==> src/rtl/counter_mod_n_ud.sv <==
// Modulo-N up/down counter with run-time modulus, synchronous load/clear and one-shot mode.
// tc is combinational for cascading; wrap and done are registered.
`timescale 1ns/1ps
module counter_mod_n_ud #(
  parameter int WIDTH = 8
) (
  input  logic             clk,
  input  logic             rst,
  input  logic             en,
  input  logic             up,
  input  logic             clr,
  input  logic             load,
  input  logic [WIDTH-1:0] d,
  input  logic             oneshot,
  input  logic [WIDTH-1:0] n,
  output logic [WIDTH-1:0] q,
  output logic             tc,
  output logic             wrap,
  output logic             done
);

  logic [WIDTH-1:0] q_q, q_d;
  logic             wrap_q, wrap_d;
  logic             done_q, done_d;
  logic [WIDTH-1:0] tUp;
  logic [WIDTH-1:0] termVal;
  logic             atTerm;
  logic             outOfRange;

  // n = 0 gives tUp = 2^WIDTH-1 through natural underflow, i.e. full range.
  assign tUp        = n - WIDTH'(1);
  assign termVal    = up ? tUp : '0;
  assign atTerm     = (q_q == termVal);
  assign outOfRange = (n != '0) && (q_q >= n);

  assign q    = q_q;
  assign wrap = wrap_q;
  assign done = done_q;
  assign tc   = en & atTerm & ~done_q;

  always_comb begin
    q_d    = q_q;
    wrap_d = 1'b0;
    done_d = done_q;
    if (clr) begin
      q_d    = '0;
      done_d = 1'b0;
    end else if (load) begin
      q_d    = ((n == '0) || (d < n)) ? d : tUp;
      done_d = 1'b0;
    end else if (en) begin
      if (oneshot && done_q) begin
        q_d = q_q;
      end else if (oneshot && atTerm) begin
        done_d = 1'b1;
      end else if (oneshot && up && outOfRange) begin
        // Modulus shrank below the count: finish at the new top instead of wrapping.
        q_d    = tUp;
        done_d = 1'b1;
      end else if (up) begin
        if (atTerm || outOfRange) begin
          q_d    = '0;
          wrap_d = 1'b1;
        end else begin
          q_d = q_q + WIDTH'(1);
        end
      end else begin
        if ((q_q == '0) || outOfRange) begin
          q_d    = tUp;
          wrap_d = 1'b1;
        end else begin
          q_d = q_q - WIDTH'(1);
        end
      end
    end
  end

  always_ff @(posedge clk or negedge rst) begin
    if (!rst) begin
      q_q    <= '0;
      wrap_q <= 1'b0;
      done_q <= 1'b0;
    end else begin
      q_q    <= q_d;
      wrap_q <= wrap_d;
      done_q <= done_d;
    end
  end

endmodule

==> config.mk <==
export PLATFORM = sky130hd
export DESIGN_NAME = counter_mod_n_ud
export DESIGN_NICKNAME = d
export VERILOG_FILES = /design/src/rtl/counter_mod_n_ud.sv
export SDC_FILE = /design/constraint.sdc
export NUM_CORES = 1
export LEC_CHECK = 0
export ABC_AREA = 1
export ABC_CLOCK_PERIOD_IN_PS = 3850
export BUFFER_PORTS_ARGS = -buffer_cell sky130_fd_sc_hd__buf_2
export CAP_MARGIN = 30
export CORE_ASPECT_RATIO = 1.2
export CORE_MARGIN = 5
export CORE_UTILIZATION = 40
export CTS_BUF_LIST = sky130_fd_sc_hd__clkbuf_4
export DETAILED_ROUTE_END_ITERATION = 12
export PLACE_DENSITY = 0.68
export SLEW_MARGIN = 40
export SYNTH_ARGS = -nofsm -noshare
export SYNTH_HDL_FRONTEND = slang
export SYNTH_SLANG_ARGS = --single-unit
export TNS_END_PERCENT = 5
==> constraint.sdc <==
create_clock -name clk -period 3.85 [get_ports clk]
set_clock_uncertainty 0.05 [all_clocks]
set_input_delay 0.385 -clock clk [delete_from_list [all_inputs] [get_ports clk]]
set_output_delay 0.385 -clock clk [all_outputs]
set_load 0.01 [all_outputs]
==> flow_summary.ini <==
[cells_and_area]
n_antenna_cell = 0
nets = 383
drive_gt1_frac = 0.224
n_fill_cell = 506
final_cells = 397
syn_to_final_growth_pct = 12.4
seqCellArea_sq_um = 250
multi_input_area_sq_um = 1500

[route]
via_count = 2140
drc = 0
drt_iter0_markers = 135
detail-route-antenna-nets = 0
routedWlPerCell_microns = 14.6
drt-vias-per-instance = 5.39
dr.pass1.iters = 4
totalWireLength_mm = 5.79

[sta]
min_period_over_period = 0.659
tns_ns = 0
slew_headroom = 0.686
hold_viol_final = 0
slew_violations = 0
tightest_slew_ns = 0.470
rsz0062_at_grt = no
setup_violations = 0
period_needed_ns = 2.54
fmax_mhz = 394

[power_and_ir_drop]
power_leakage_nw = 1.16
ir_worst_vdd_mv = 0.194
powerDensity_nw_per_um2 = 271
power_uw = 587

[floorplan]
initial_core_util = 0.417
fp.dieW_microns = 73.4
die_height_microns = 86.1
ios = 34
core_area_sq_um = 4630
dieArea_sq_um = 6320
rows = 27

[critical_path]
cp-end-kind = output port
crit_required_ns = 3.41
critPathLaunchType = primary input
path_class = in -> out
crit_fanout = 9
arrival_ns = 2.10

[placement]
dp_hpwl_mm = 4.69
numPortBuffers = 33
place_inst = 392
gp_congestion = 0.957

[grt]
grt_pass1_wl_mm = 9.73
grt.overflow.total = 0
grt_pass1_vias = 2139
grt_usage = 0.192
antenna_found_initial = 0
grt_max_degree = 16

[clock_network]
cts_tree = yes
cts_buffer_depth = 2
cts.sinks = 10
cts.root.buffer_cell = clkbuf_4
clk_latency_ns = 0.26
cts_max_level = 1
cts_buffers = 3
clk_pin_slew_ns = 0.06

[logic_synthesis]
yosysSeqAreaShare = 0.130
synth_top_cell_by_area = nand2_1
synthDistinctLibCells = 37
synth.avg_cell_area_sq_um = 6.33
syn_area_sq_um = 1930
synthesis.instances = 305
synth_area_leaders = nand2_1 16%, dfrtp_1 13%, ha_1 13%, nand3_1 12%, inv_1 5.1%
synth.net_count = 348
yosys_register_bits = 10
synth_top_area_share = 0.156
ys_warn_count = 0

[flow_run]
drv_cap = 0

[min_path]
hold_class = in -> reg

[run_status]
status = finished, final reports clean
-- path summary, 6_finish.rpt --
| path | cells after the start | from | slack, ns | end |
|---|---|---|---|---|
| max | 12 | n[0] | 1.31 | tc |
| min | 4 | clr | 0.40 | q[1] |
| max reg2reg | 13 | q[0] | 1.44 | q[0] |
| min reg2reg | 2 | done | 0.50 | done |
| max in group asynchronous | 2 | rst | 3.10 | q[6] |
| min in group asynchronous | 2 | rst | 0.47 | wrap |
-- area by class of cell --
class / count / share of cell area
Multi-Input combinational cell: 254 / 0.692
Clock inverter: 1 / 0.00173
Inverter: 37 / 0.0663
Sequential cell: 10 / 0.115
Timing Repair Buffer: 34 / 0.0807
Tap cell: 58 / 0.0334
Clock buffer: 3 / 0.0104
-- registers in the layout, indices dropped and copies added (netlist names) --
name / count
wrap: 1
done: 1
q: 8
-- cells in the mapped netlist --
cell type  number
xnor2_1         1
o21ai_1         5
dfrtp_1        10
nand3b_1        1
nor2_2          7
nor3_1          4
o21ai_0         3
a21oi_2         1
a21boi_0        1
nand4_4         1
clkinv_4        1
or2_1           1
a21o_1          1
inv_2           6
nand4_1        11
nor2_1         15
o21ai_2         6
buf_6           1
clkinv_1        4
nand3_1        48
a21oi_1        13
and2_1          4
or2_0           1
nor2_4          2
o21a_1          1
clkbuf_8        1
nor3b_2         1
buf_2           2
and2_4          1
nand2_2         6
nand3_2         6
nor4_1          1
xor2_1         10
nand2_4         2
nand2_1        80
ha_1           20
inv_1          26
-- worst max-delay path, stage by stage --
cell     delay [ns]
buf_2          0.16
inv_2          0.10
ha_1           0.27
or2_1          0.28
nand4_1        0.08
nand2_1        0.07
nor2_2         0.07
nand2_1        0.06
nor2_2         0.11
nand3_2        0.19
nor3_1         0.17
buf_2          0.16
-- cell usage in the layout, fill, tap and decap left out, types with 7 or more instances in the layout --
| cell type | count |
|---|---|
| ha_1 | 20 |
| nand3_1 | 48 |
| nand4_1 | 11 |
| inv_1 | 26 |
| nor2_1 | 15 |
| a21oi_1 | 13 |
| dfrtp_1 | 10 |
| buf_2 | 33 |
| nand2_1 | 80 |
| nor2_2 | 7 |
| xor2_1 | 10 |
-- metrics by stage --
step	hold WS [ns]	worst slack, ns	utilization	cell area (sq um)
after detailed placement	0.200	1.34	0.461	2130
after CTS	0.398	1.33	0.469	2170
final	0.399	1.31	0.469	2170
after global routing	0.398	1.14	0.469	2170
after floorplan	0.0394	1.68	-	1930
after global placement	0.197	1.37	0.461	2130
-- report_power, final --
part / internal, mW / switching [mW] / leakage (nW)
combinational: 0.132 / 0.223 / 1.01
sequential: 0.118 / 0.0436 / 0.131
clock: 0.0373 / 0.0333 / 0.0154
-- layer usage --
metal	wire, microns	global-route usage	vias to the layer above
li1	-	-	1086
met1	2470	0.233	977
met2	2920	0.351	69
met3	285	0.0223	8
met4	110	0.0544	0
met5	0	0	-
-- repair_timing --
| action | CTS | global route |
|---|---|---|
| hold endpoints to repair | 10 | 0 |
| gates resized for setup | 0 | 0 |
| hold buffers | 1 | 0 |
| buffers inserted | 0 | 0 |
-- kinds of logic after synthesis --
kind of cell    synth area share
simple gates               0.500
fa+ha+maj                  0.130
compound gates            0.0979
xor+xnor                  0.0499
flops                      0.130
buf+inv                   0.0927
Note: power is estimated with default switching activity, not from simulation.
